`config.mk`:
```
export PLATFORM = sky130hd
export DESIGN_NAME = idea_blk_packer_flat
export DESIGN_NICKNAME = d
export VERILOG_FILES = /design/src/rtl/idea_blk_packer_pkg.sv /design/src/rtl/idea_blk_packer_if.sv /design/src/rtl/idea_blk_packer_pad_fill.sv /design/src/rtl/idea_blk_packer.sv /design/src/flat_wrapper.sv
export SDC_FILE = /design/constraint.sdc
export NUM_CORES = 1
export LEC_CHECK = 0
export ABC_AREA = 1
export BUFFER_PORTS_ARGS = -buffer_cell sky130_fd_sc_hd__buf_4
export CORE_UTILIZATION = 45
export DETAILED_ROUTE_END_ITERATION = 12
export GPL_ROUTABILITY_DRIVEN = 0
export PLACE_DENSITY = 0.75
export SYNTH_ARGS = -nofsm -noshare
export SYNTH_HDL_FRONTEND = slang
export SYNTH_SLANG_ARGS = --single-unit
```
`constraint.sdc`:
```
create_clock -name clk -period 2.25 [get_ports clk]
set_input_delay 0.45 -clock clk [delete_from_list [all_inputs] [get_ports clk]]
set_output_delay 0.45 -clock clk [all_outputs]
set_load 0.01 [all_outputs]
```
`src/rtl/idea_blk_packer_pkg.sv`:
```
// Shared constants and types for the IDEA block packer.
// Pure declarations: no logic, no latency, no flow control.
package idea_pkg;
  localparam int IDEA_BLK_W     = 64;
  localparam int IDEA_KEY_W     = 128;
  localparam int IDEA_BLK_BYTES = 8;

  typedef enum logic [1:0] {
    FILL = 2'd0,
    HOLD = 2'd1,
    PADB = 2'd2
  } pk_state_t;

  typedef logic [7:0] idea_byte_t;
endpackage

```
`src/rtl/idea_blk_packer_if.sv`:
```
// Byte-in / block-out valid-ready bundle; master is the packer, slave the environment.
// Wires only: no latency; ready/valid semantics are defined by the packer.
interface idea_blk_packer_if;
  logic        s_valid;
  logic        s_ready;
  logic [7:0]  s_data;
  logic        s_last;
  logic        m_valid;
  logic        m_ready;
  logic [63:0] m_data;
  logic        m_last;
  logic [3:0]  m_nbytes;

  modport master (
    input  s_valid, s_data, s_last, m_ready,
    output s_ready, m_valid, m_data, m_last, m_nbytes
  );

  modport slave (
    output s_valid, s_data, s_last, m_ready,
    input  s_ready, m_valid, m_data, m_last, m_nbytes
  );
endinterface

```
`src/rtl/idea_blk_packer_pad_fill.sv`:
```
// Fills lanes k..7 of a big-endian block with PKCS#7 bytes (8-k) or zeros.
// Combinational, zero latency; no flow control. k >= 8 passes the block through.
module idea_pad_fill
  import idea_pkg::*;
(
  input  logic [IDEA_BLK_W-1:0] blk_in,
  input  logic [3:0]            k,
  input  logic                  pad_en,
  output logic [IDEA_BLK_W-1:0] blk_out
);

  idea_byte_t pad_byte;

  always_comb begin
    pad_byte = pad_en ? {4'b0000, 4'd8 - k} : 8'h00;
    blk_out  = blk_in;
    for (int i = 0; i < IDEA_BLK_BYTES; i++) begin
      if (4'(i) >= k) blk_out[IDEA_BLK_W-8-8*i +: 8] = pad_byte;
    end
  end

endmodule

```
`src/rtl/idea_blk_packer.sv`:
```
// Packs a byte stream big-endian into 64-bit blocks with PKCS#7 tail padding; holds the IDEA key.
// Block valid one cycle after its last byte; s_ready low while a block waits for m_ready.
module idea_blk_packer
  import idea_pkg::*;
#(
  parameter bit PAD_EN = 1'b1,
  parameter int CNT_W  = 16
) (
  input  logic                  clk,
  input  logic                  rst,
  idea_blk_packer_if.master     bus,
  input  logic                  key_load,
  input  logic [IDEA_KEY_W-1:0] key_in,
  output logic [IDEA_KEY_W-1:0] key_out,
  output logic                  key_err,
  output logic [CNT_W-1:0]      blk_cnt
);

  localparam logic [IDEA_BLK_W-1:0] PAD_BLK = {IDEA_BLK_BYTES{8'h08}};

  pk_state_t             state_q;
  logic [2:0]            idx_q;
  logic [IDEA_BLK_W-1:0] lanes_q;
  logic [3:0]            nbytes_q;
  logic                  last_q;
  logic                  pad_pend_q;
  logic [IDEA_KEY_W-1:0] key_q;
  logic                  key_err_q;
  logic [CNT_W-1:0]      cnt_q;
  logic [IDEA_BLK_W-1:0] fill_blk;
  logic [5:0]            lane_lsb;
  logic                  full8;

  // Lane 0 sits in the top byte, so the lsb of lane idx is 8*(7-idx).
  assign lane_lsb = {~idx_q, 3'b000};
  assign full8    = (idx_q == 3'd7);

  idea_pad_fill u_pad_fill (
    .blk_in  (lanes_q),
    .k       (nbytes_q),
    .pad_en  (PAD_EN),
    .blk_out (fill_blk)
  );

  always_ff @(posedge clk) begin
    if (rst) begin
      state_q    <= FILL;
      idx_q      <= '0;
      lanes_q    <= '0;
      nbytes_q   <= '0;
      last_q     <= 1'b0;
      pad_pend_q <= 1'b0;
      key_q      <= '0;
      key_err_q  <= 1'b0;
      cnt_q      <= '0;
    end else begin
      key_err_q <= 1'b0;
      if (key_load) begin
        if (state_q == FILL && idx_q == 3'd0) key_q <= key_in;
        else key_err_q <= 1'b1;
      end

      case (state_q)
        FILL: begin
          if (bus.s_valid) begin
            lanes_q[lane_lsb +: 8] <= bus.s_data;
            if (full8 || bus.s_last) begin
              state_q    <= HOLD;
              idx_q      <= '0;
              nbytes_q   <= {1'b0, idx_q} + 4'd1;
              // A full final block under padding defers m_last to the pad block.
              last_q     <= bus.s_last & ~(full8 & PAD_EN);
              pad_pend_q <= bus.s_last & full8 & PAD_EN;
            end else begin
              idx_q <= idx_q + 3'd1;
            end
          end
        end
        HOLD: begin
          if (bus.m_ready) begin
            cnt_q      <= cnt_q + CNT_W'(1);
            state_q    <= pad_pend_q ? PADB : FILL;
            pad_pend_q <= 1'b0;
          end
        end
        PADB: begin
          if (bus.m_ready) begin
            cnt_q   <= cnt_q + CNT_W'(1);
            state_q <= FILL;
          end
        end
        default: state_q <= FILL;
      endcase
    end
  end

  always_comb begin
    bus.m_data   = '0;
    bus.m_last   = 1'b0;
    bus.m_nbytes = '0;
    case (state_q)
      HOLD: begin
        bus.m_data   = fill_blk;
        bus.m_last   = last_q;
        bus.m_nbytes = nbytes_q;
      end
      PADB: begin
        bus.m_data   = PAD_BLK;
        bus.m_last   = 1'b1;
      end
      default: ;
    endcase
  end

  assign bus.s_ready = (state_q == FILL);
  assign bus.m_valid = (state_q == HOLD) || (state_q == PADB);
  assign key_out     = key_q;
  assign key_err     = key_err_q;
  assign blk_cnt     = cnt_q;

endmodule
```
`src/flat_wrapper.sv`:
```
// flat-port wrapper written by rule: the top's interface ports become plain ports
module idea_blk_packer_flat import idea_pkg::*;
#(
  parameter bit PAD_EN = 1'b1,
  parameter int CNT_W  = 16
)
  (clk, rst, key_load, key_in, key_out, key_err, blk_cnt, bus_s_valid, bus_s_data, bus_s_last, bus_m_ready, bus_s_ready, bus_m_valid, bus_m_data, bus_m_last, bus_m_nbytes);
  idea_blk_packer_if bus_i ();
  input  logic clk;
  input  logic rst;
  input  logic key_load;
  input  logic [IDEA_KEY_W-1:0] key_in;
  output logic [IDEA_KEY_W-1:0] key_out;
  output logic key_err;
  output logic [CNT_W-1:0] blk_cnt;
  input wire logic [$bits(bus_i.s_valid)-1:0] bus_s_valid;
  input wire logic [$bits(bus_i.s_data)-1:0] bus_s_data;
  input wire logic [$bits(bus_i.s_last)-1:0] bus_s_last;
  input wire logic [$bits(bus_i.m_ready)-1:0] bus_m_ready;
  output wire logic [$bits(bus_i.s_ready)-1:0] bus_s_ready;
  output wire logic [$bits(bus_i.m_valid)-1:0] bus_m_valid;
  output wire logic [$bits(bus_i.m_data)-1:0] bus_m_data;
  output wire logic [$bits(bus_i.m_last)-1:0] bus_m_last;
  output wire logic [$bits(bus_i.m_nbytes)-1:0] bus_m_nbytes;
  assign bus_i.s_valid = bus_s_valid;
  assign bus_i.s_data = bus_s_data;
  assign bus_i.s_last = bus_s_last;
  assign bus_i.m_ready = bus_m_ready;
  assign bus_s_ready = bus_i.s_ready;
  assign bus_m_valid = bus_i.m_valid;
  assign bus_m_data = bus_i.m_data;
  assign bus_m_last = bus_i.m_last;
  assign bus_m_nbytes = bus_i.m_nbytes;
  idea_blk_packer #(.PAD_EN(PAD_EN), .CNT_W(CNT_W)) u_core (.clk(clk), .rst(rst), .bus(bus_i), .key_load(key_load), .key_in(key_in), .key_out(key_out), .key_err(key_err), .blk_cnt(blk_cnt));
endmodule
```
==> flow_metrics.env, run 1 <==
export IMPL_status="finished, violations left"
export IMPL_violations="negative setup slack"
export IMPL_final_common_cell="buf_4"
export IMPL_leakage_nw=5.985
export IMPL_rrSetupSlack_ns=0.12
export IMPL_placeableCoreArea_mm2=0.01972
export IMPL_clock_root_buffer="clkbuf_16"
export IMPL_num_fill_cells=1499
export IMPL_timing_final_crit_share=1.107
export IMPL_clk_path_buf_depth=3
export IMPL_timing_worst_slew_pin_value_ns=0.7114
export IMPL_post_route_drc_count=0
export IMPL_route_met2_wl_mm=15.94
export IMPL_grt_max_degree=153
export IMPL_synthCells=1258
export IMPL_die_h_um=144.8
export IMPL_cts_sinks=220
export IMPL_power_density_mw_per_mm2=737.6
export IMPL_max_slew_margin_rel=0.5257
export IMPL_wl_mm=33.57
export IMPL_cap_violations=0
export IMPL_r2r_cells=8
export IMPL_fin_ws_ns=-0.2400
export IMPL_synth_cell_types=30
export IMPL_holdBufCountCts=0
export IMPL_fp_dieW_um=144.8
export IMPL_fin_nets=1759
export IMPL_grt_pass1_wl_mm=48.31
export IMPL_rr_endpoint="u_core.lanes_q[58]"
export IMPL_finalCriticalPeriod_ns=2.490
export IMPL_dp_hpwl_mm=22.01
export IMPL_drt_iter0_drc=850
export IMPL_utilization=0.7018
export IMPL_hp_class="in2reg"
export IMPL_clk_pin_slew_worst_paths_ns=0.06
export IMPL_final_antenna_net_count=0
export IMPL_switchingPower_mw=2.858
export IMPL_initial_core_util=0.4656
export IMPL_peakVddDrop_mv=0.6178
export IMPL_dr_wl_met3_mm=2.709
export IMPL_hold_ws_ns=0.2077
export IMPL_placement_io_buffers=357
export IMPL_topRoutingLayerUsed="met5"
export IMPL_io_pins=358
export IMPL_fin_skew_ns=0.01097
export IMPL_worstPathRequired_ns=1.80
export IMPL_grt_pass1_vias=9264
export IMPL_insertion_delay_ns=0.52
export IMPL_crit_path_end_kind="primary output"
export IMPL_via_per_inst=5.460
export IMPL_worstSetupStartpointType="flop"
export IMPL_cp_startpoint="u_core.nbytes_q[1]"
export IMPL_num_vias=10314
export IMPL_gr_total_overflow=0
export IMPL_seq_area_frac_synth=0.4797
export IMPL_crit_path_end="bus_m_data[27]"
export IMPL_drt_pass1_iter_count=6
export IMPL_wl_per_cell_um=17.77
export IMPL_p_int_mw=7.348
export IMPL_synth_nets=1411
export IMPL_rsz0062_at_grt="true"
export IMPL_max_freq_mhz=401.6
export IMPL_p_comb_frac=0.178
export IMPL_ctsHtreeMaxLevel=1
export IMPL_antenna_found_initial=1
export IMPL_swShare=0.2800
export IMPL_report_final_slew_viol_count=0
export IMPL_diodes=0
export IMPL_m1WireLength_mm=13.41
export IMPL_grtUsageTotal=0.2932
export IMPL_rows=51
export IMPL_yosysWarnings=0
export IMPL_path_class="reg2out"
export IMPL_setup_viol=59
export IMPL_clkPwrFrac=0.405
export IMPL_hold_viol=0
export IMPL_pwr_share_seq=0.417
export IMPL_drive_above_1_share=0.3479
export IMPL_seq_area_mm2=0.004414
export IMPL_final_cell_mix="371 x buf_4, 236 x nand2_1, 214 x dfxtp_1, 200 x a21oi_1, 138 x nand3_1"
export IMPL_multiInputGateArea_mm2=0.004564
export IMPL_crit_arrival_ns=2.04
export IMPL_numCtsBuffers=24
export IMPL_syn_to_final_growth_pct=50.71
export IMPL_die_area_mm2=0.02098
export IMPL_cts_tree="yes"
export IMPL_reg2reg_from="u_core.idx_q[0]"
export IMPL_syn_area_mm2=0.009181
export IMPL_syn_avg_cell_area_um2=7.298
export IMPL_cp_max_fo=6
export IMPL_synth_seq_cells=220
## per-stage QoR
stage / setup WS, ns / setup TNS (ns) / std cells / area [µm²] / total power, mW
after floorplan: 0.1684 / 0 / 1258 / 9181 / 5.139
after global placement: 0.06821 / 0 / 1826 / 12140 / 5.909
after detailed placement: -0.006239 / -0.006239 / 1826 / 12140 / 5.930
after CTS: -0.1480 / -4.435 / 1882 / 13480 / 10.14
after global routing: -0.2850 / -10.18 / 1889 / 13840 / 10.55
final: -0.2400 / -6.688 / 1889 / 13840 / 10.21
## synth_stat cells
cell type | count | share of area
o2111ai_1 | 1 | 0.00095
nand4_1 | 6 | 0.0041
ha_1 | 11 | 0.015
inv_1 | 91 | 0.037
or2_0 | 1 | 0.00068
nor2_1 | 111 | 0.045
dfxtp_1 | 220 | 0.48
nor2_4 | 5 | 0.0061
nand3_2 | 2 | 0.0022
clkbuf_1 | 48 | 0.020
nand3_1 | 139 | 0.076
o21bai_1 | 1 | 0.00082
a221oi_1 | 1 | 0.00095
o21ai_0 | 74 | 0.040
xor2_1 | 2 | 0.0019
o211ai_1 | 1 | 0.00082
nand2_2 | 2 | 0.0014
clkinv_2 | 1 | 0.00054
buf_2 | 28 | 0.015
nand3_4 | 1 | 0.0019
a211oi_1 | 7 | 0.0057
a21oi_1 | 211 | 0.12
nor2_2 | 4 | 0.0027
clkinv_1 | 3 | 0.0012
buf_4 | 5 | 0.0041
o21ai_1 | 7 | 0.0038
nand4_2 | 1 | 0.0014
o21a_1 | 3 | 0.0025
nand2_1 | 255 | 0.10
nor3_1 | 16 | 0.0087
## area by class of cell
cell class | instances | area share
Tap cell | 265 | 0.02396
Clock inverter | 13 | 0.01121
Multi-Input combinational cell | 862 | 0.3299
Timing Repair Buffer | 403 | 0.2396
Sequential cell | 220 | 0.3190
Clock buffer | 31 | 0.04901
Inverter | 95 | 0.02731
## layer usage
metal,up-vias,GRT usage
met4,2,0.1197
met5,-,0
li1,4845,-
met2,536,0.4729
met3,136,0.06713
met1,4795,0.3770
## kinds of logic (layout without fill, tap and decap cells)
group,after synthesis,after routing,synth area share
AND/OR/NAND/NOR,543,543,0.2546
AO/OA/AOI/OAI,306,306,0.1709
flip-flops,220,220,0.4797
buffers and inverters,176,542,0.07795
adder cells (fa/ha/maj),11,11,0.01499
XOR/XNOR,2,2,0.001908
## state kept, by name (all words and copies together) (netlist names)
signal and flops:
u_core.key_out 128, u_core.pad_pend_q 1, u_core.lanes_q 64, u_core.key_err 1, u_core.last_q 1, u_core.state_q 2
u_core.blk_cnt 16, u_core.idx_q 3, u_core.nbytes_q 4
## critical path, cell delays in order (launching register included)
cell and delay, ns:
dfxtp_4 0.38, inv_4 0.08, ha_4 0.16, inv_4 0.05, nand2_1 0.07, inv_2 0.07, nor2_4 0.21, inv_2 0.06
o21ai_1 0.17, o21ai_1 0.11, buf_4 0.16
## power groups by stage
| stage | Clock (mW) | Sequential, mW | Combinational, mW |
|---|---|---|---|
| after floorplan | 0 | 4.39 | 0.751 |
| after global placement | 0 | 4.31 | 1.59 |
| after detailed placement | 0 | 4.32 | 1.61 |
| after CTS | 4.18 | 4.25 | 1.72 |
| after global routing | 4.33 | 4.28 | 1.94 |
| final | 4.13 | 4.26 | 1.82 |
## worst min path at each step
stage	startpoint	to	slack (ns)	cells after the start
6_report	bus_s_data[7]	u_core.lanes_q[7]	0.21	3
5_1_grt	key_in[122]	u_core.key_out[122]	0.20	3
4_1_cts	bus_s_data[7]	u_core.lanes_q[7]	0.19	3
3_5_place_dp	u_core.key_out[87]	u_core.key_out[87]	0.45	2
3_3_place_gp	u_core.key_out[107]	u_core.key_out[107]	0.45	2
2_1_floorplan	u_core.lanes_q[41]	u_core.lanes_q[41]	0.44	2
## what timing repair did
item | CTS | global route
cloned | 4 | 0
resized for setup | 126 | 71
setup buffers | 8 | 8
pin swaps | 20 | 21
endpoints found under the setup margin | 65 | 63
No activity file was read; power rests on OpenSTA's default activity.
==> run 2: changes to the inputs <==
- CORE_ASPECT_RATIO: unset -> 0.5
- REMOVE_ABC_BUFFERS: unset -> 1
==> run 2 against run 1 <==
Effect of this change:
- the run still ends with negative setup slack left
- clock-buffer cell count is the same
- sequential power about the same
- sequential cell count unchanged
- core utilization decreased by 0.37 points
- die area rose by 0.16%
- critical path type unchanged
- largest power group unchanged
==> flow_metrics.env, run 2 (synthesized netlist as in run 1, its figures left out) <==
export IMPL_fin_ws_ns=-0.1463
export IMPL_grt_pass1_vias=9218
export IMPL_cp_max_fo=5
export IMPL_crit_arrival_ns=1.95
export IMPL_grtUsageTotal=0.2803
export IMPL_clk_pin_slew_worst_paths_ns=0.07
export IMPL_io_pins=358
export IMPL_antenna_found_initial=0
export IMPL_worstSetupStartpointType="flop"
export IMPL_worstPathRequired_ns=1.80
export IMPL_rows=36
export IMPL_drt_iter0_drc=718
export IMPL_setup_viol=54
export IMPL_dp_cells=1830
export IMPL_diodes=0
export IMPL_largest_reg_flops=128
export IMPL_cts_tree="yes"
export IMPL_rsz0062_at_grt="true"
export IMPL_route_met2_wl_mm=15.82
export IMPL_peakVddDrop_mv=0.4668
export IMPL_hp_class="in2reg"
export IMPL_dr_wl_met3_mm=2.536
export IMPL_final_cell_mix="367 x buf_4, 241 x nand2_1, 213 x dfxtp_1, 200 x a21oi_1, 139 x nand3_1"
export IMPL_timing_worst_slew_pin_value_ns=0.7886
export IMPL_cts_sinks=220
export IMPL_final_common_cell="buf_4"
export IMPL_wl_per_cell_um=16.97
export IMPL_topRoutingLayerUsed="met4"
export IMPL_power_density_mw_per_mm2=709.8
export IMPL_status="finished, violations left"
export IMPL_wl_mm=31.99
export IMPL_die_h_um=103
export IMPL_timing_final_crit_share=1.065
export IMPL_placeableCoreArea_mm2=0.01973
export IMPL_fin_nets=1758
export IMPL_cap_violations=0
export IMPL_final_antenna_net_count=0
export IMPL_drt_pass1_iter_count=5
export IMPL_fin_cells=1885
export IMPL_num_fill_cells=1581
export IMPL_post_route_drc_count=0
export IMPL_grt_pass1_wl_mm=47.65
export IMPL_max_slew_margin_rel=0.4743
export IMPL_m1WireLength_mm=12.75
export IMPL_max_freq_mhz=417.3
export IMPL_syn_to_final_growth_pct=50.00
export IMPL_fin_skew_ns=0.02295
export IMPL_clock_root_buffer="clkbuf_16"
export IMPL_dp_hpwl_mm=20.98
export IMPL_gr_total_overflow=0
export IMPL_insertion_delay_ns=0.50
export IMPL_report_final_slew_viol_count=0
export IMPL_via_per_inst=5.302
export IMPL_grt_max_degree=153
export IMPL_leakage_nw=5.938
export IMPL_numCtsBuffers=21
export IMPL_ctsHtreeMaxLevel=1
export IMPL_path_class="reg2out"
export IMPL_finalCriticalPeriod_ns=2.396
export IMPL_drive_above_1_share=0.3447
export IMPL_fp_dieW_um=204.0
export IMPL_crit_path_end_kind="primary output"
export IMPL_initial_core_util=0.4654
export IMPL_placement_io_buffers=357
export IMPL_hold_viol=0
export IMPL_clk_path_buf_depth=3
export IMPL_fin_tns_setup_ns=-3.611
export IMPL_num_vias=9994
export IMPL_holdBufCountCts=0
export IMPL_violations="negative setup slack"
export IMPL_die_area_mm2=0.02101
==> run 2: path summary, 6_finish.rpt <==
path | from | end | slack [ns] | depth (start not counted)
hold / removal | key_in[76] | u_core.key_out[76] | 0.22 | 3
hold reg to reg | u_core.key_out[18] | u_core.key_out[18] | 0.46 | 2
setup / recovery | u_core.state_q[1] | bus_m_data[43] | -0.15 | 8
setup reg to reg | u_core.idx_q[0] | u_core.lanes_q[41] | 0.07 | 9
==> run 2: repair_timing <==
| item | 4_1_cts | 5_1_grt |
|---|---|---|
| resized for setup | 153 | 61 |
| gates cloned | 3 | 1 |
| pin swaps | 17 | 20 |
| setup buffers | 13 | 4 |
| setup endpoints to repair | 65 | 65 |
==> run 2: report_power, final <==
part	switching [mW]	leakage, nW	total (mW)	internal [mW]
clock network	1.55	0.349	3.73	2.18
registers	0.135	1.80	4.25	4.11
logic	1.03	3.79	1.79	0.765
total	2.72	5.94	9.78	7.06
==> run 2: cell type report <==
class / count / area (µm²) / share of cell area
clock inverters: 6 / 85.08 / 0.006178
repair buffers: 405 / 3306 / 0.2400
well taps: 266 / 332.8 / 0.02417
flip-flops and latches: 220 / 4423 / 0.3212
clock buffers: 31 / 633.1 / 0.04597
inverters: 95 / 401.6 / 0.02916
multi-input cells: 862 / 4591 / 0.3333
==> run 2: layer usage <==
layer | GRT usage | up-vias
met3 | 0.06700 | 74
li1 | - | 4831
met5 | 0 | -
met2 | 0.4765 | 409
met4 | 0.1010 | 0
met1 | 0.3511 | 4680
==> run 2: per-stage QoR <==
step	worst slack, ns	hold slack, ns	utilization	total power, mW	cell area, µm²
global route	-0.1799	0.2218	0.6981	10.14	13770
finish	-0.1463	0.2214	0.6981	9.776	13770
floorplan	-4.174	0.4311	-	5.028	8823
global placement	0.1122	0.4481	0.6171	5.875	12170
detailed placement	0.07688	0.4521	0.6171	5.910	12170
CTS	-0.1648	0.2160	0.6880	9.728	13570
==> run 2: worst max-delay path, cell delays in order, from the launching register on <==
cell	delay, ns
dfxtp_2	0.35
inv_2	0.06
ha_4	0.28
nand2_4	0.07
clkinv_8	0.08
buf_12	0.12
o21ai_0	0.09
o21ai_1	0.22
buf_4	0.17
==> run 3: changes to the inputs <==
- CORE_MARGIN: unset -> 3
==> run 3 against run 2 <==
Effect of this change:
- fmax shrank 0.75%
- die area is 5.9% higher
- core utilization increased by 0.47 points
- clock skew shrank 0.0031 ns
- routed wire length increased by 4.7%
- largest cell class unchanged
- sequential power about the same
- via count increased by 2.4%
- final area grew 0.67%
- setup slack got worse by 0.018 ns
- power rose by 0.23%
- global-route usage down 0.83 points
- critical path type unchanged
- the flow still finishes with violations (negative setup slack)
- sequential cell count did not move
==> flow_metrics.env, run 3 (synthesized netlist as in run 1, its figures left out) <==
export IMPL_max_stage_delay_ns=0.45
export IMPL_wl_mm=33.50
export IMPL_cap_violations=0
export IMPL_clock_root_buffer="clkbuf_16"
export IMPL_num_vias=10235
export IMPL_worstSetupStartpointType="flop"
export IMPL_utilization=0.7028
export IMPL_grtUsageTotal=0.2720
export IMPL_report_final_slew_viol_count=0
export IMPL_power_density_mw_per_mm2=706.7
export IMPL_cp_max_fo=5
export IMPL_syn_to_final_growth_pct=51.01
export IMPL_holdBufCountCts=0
export IMPL_insertion_delay_ns=0.49
export IMPL_rows=36
export IMPL_antenna_found_initial=0
export IMPL_topRoutingLayerUsed="met4"
export IMPL_multiInputGateArea_mm2=0.004641
export IMPL_clk_pin_slew_worst_paths_ns=0.07
export IMPL_via_per_inst=5.412
export IMPL_drive_above_1_share=0.3514
export IMPL_wl_per_cell_um=17.72
export IMPL_cts_tree="yes"
export IMPL_num_fill_cells=1512
export IMPL_fin_ws_ns=-0.1645
export IMPL_fp_dieW_um=208.0
export IMPL_totalPowerFinal_mw=9.798
export IMPL_grt_pass1_vias=9885
export IMPL_fin_skew_ns=0.01986
export IMPL_ctsHtreeMaxLevel=1
export IMPL_dr_wl_met3_mm=2.886
export IMPL_crit_arrival_ns=1.96
export IMPL_seq_area_mm2=0.004422
export IMPL_worstPathRequired_ns=1.80
export IMPL_fin_nets=1765
export IMPL_peakVddDrop_mv=0.4404
export IMPL_final_antenna_net_count=0
export IMPL_dp_hpwl_mm=21.92
export IMPL_m1WireLength_mm=12.70
export IMPL_violations="negative setup slack"
export IMPL_placeableCoreArea_mm2=0.01973
export IMPL_drt_iter0_drc=916
export IMPL_route_met2_wl_mm=16.48
export IMPL_timing_worst_slew_pin_value_ns=0.7983
export IMPL_rsz0062_at_grt="true"
export IMPL_initial_core_util=0.4654
export IMPL_die_area_mm2=0.02226
export IMPL_timing_final_crit_share=1.073
export IMPL_cts_sinks=220
export IMPL_hp_class="in2reg"
export IMPL_grt_pass1_wl_mm=50.28
export IMPL_gr_total_overflow=0
export IMPL_final_common_cell="buf_4"
export IMPL_crit_path_end_kind="primary output"
export IMPL_hold_viol=0
export IMPL_cp_common_cell="buf_4"
export IMPL_critPathSlowestCell="nor2_1"
export IMPL_status="finished, violations left"
export IMPL_post_route_drc_count=0
export IMPL_leakage_nw=6.011
export IMPL_max_slew_margin_rel=0.4678
export IMPL_placement_io_buffers=357
export IMPL_grt_max_degree=153
export IMPL_clk_path_buf_depth=3
export IMPL_setup_viol=58
export IMPL_fin_tns_setup_ns=-4.770
export IMPL_drt_pass1_iter_count=6
export IMPL_die_h_um=107
export IMPL_finalCriticalPeriod_ns=2.414
export IMPL_max_freq_mhz=414.2
export IMPL_largest_reg_flops=128
export IMPL_worstPathCellList="buf_6, buf_4, nor2_1, a211oi_2, buf_4"
export IMPL_numCtsBuffers=21
export IMPL_path_class="reg2out"
export IMPL_final_cell_mix="374 x buf_4, 235 x nand2_1, 214 x dfxtp_1, 200 x a21oi_1, 139 x nand3_1"
export IMPL_io_pins=358
export IMPL_diodes=0
## run 3: cell count changes in the layout (fill, tap and decap cells not counted), sizes merged
cell    delta
clkinv     +1
clkbuf     -5
inv        +1
bufinv     +1
buf        +8
## run 3: worst paths after layout
check             depth (start not counted)           startpoint                   to  slack, ns
hold reg to reg                           2  u_core.key_out[116]  u_core.key_out[116]       0.46
setup reg to reg                          7      u_core.idx_q[0]    u_core.lanes_q[3]       0.14
hold / removal                            3           key_in[77]   u_core.key_out[77]       0.23
setup / recovery                          5   u_core.nbytes_q[0]       bus_m_data[32]      -0.16
## run 3: final cells by class
class                           count  area share
Multi-Input combinational cell    862      0.3347
Inverter                           95     0.02816
Clock inverter                      9    0.009476
Sequential cell                   220      0.3189
Timing Repair Buffer              412      0.2423
Clock buffer                       27     0.04242
Tap cell                          266     0.02401
## run 3: per-stage QoR
step           hold slack, ns  instance area (µm²)  worst slack [ns]  instances
4_1_cts                0.2211                13460           -0.1161       1884
3_5_place_dp           0.4530                12170           0.05160       1833
5_1_grt                0.2310                13860           -0.2007       1891
3_3_place_gp           0.4471                12170           0.07975       1833
2_1_floorplan          0.4311                 8823            -4.174       1177
6_report               0.2327                13860           -0.1645       1891
## run 3: timing repair
item | in CTS | in global routing
endpoints found under the setup margin | 65 | 65
pin swaps | 18 | 28
gates cloned | 3 | 0
setup buffers | 12 | 8
gates resized for setup | 133 | 89
## run 3: metal layers
metal | up-vias | GRT usage
met3 | 124 | 0.07337
met5 | - | 0
met2 | 465 | 0.4712
li1 | 4856 | -
met1 | 4790 | 0.3250
met4 | 0 | 0.1072
## run 3: worst max-delay path: cells and delay by family, from the launching register on
family	cells	cell delay, ns
buffers and inverters	3	0.47
AND/OR/NAND/NOR	1	0.45
AO/OA/AOI/OAI	1	0.19
flip-flops	1	0.36
## run 3: report_power, final
group	switching, mW	total [mW]	internal, mW	leakage, nW
registers	0.131	4.25	4.11	1.80
logic	1.04	1.83	0.781	3.87
clock network	1.53	3.73	2.20	0.345
total	2.71	9.80	7.09	6.01
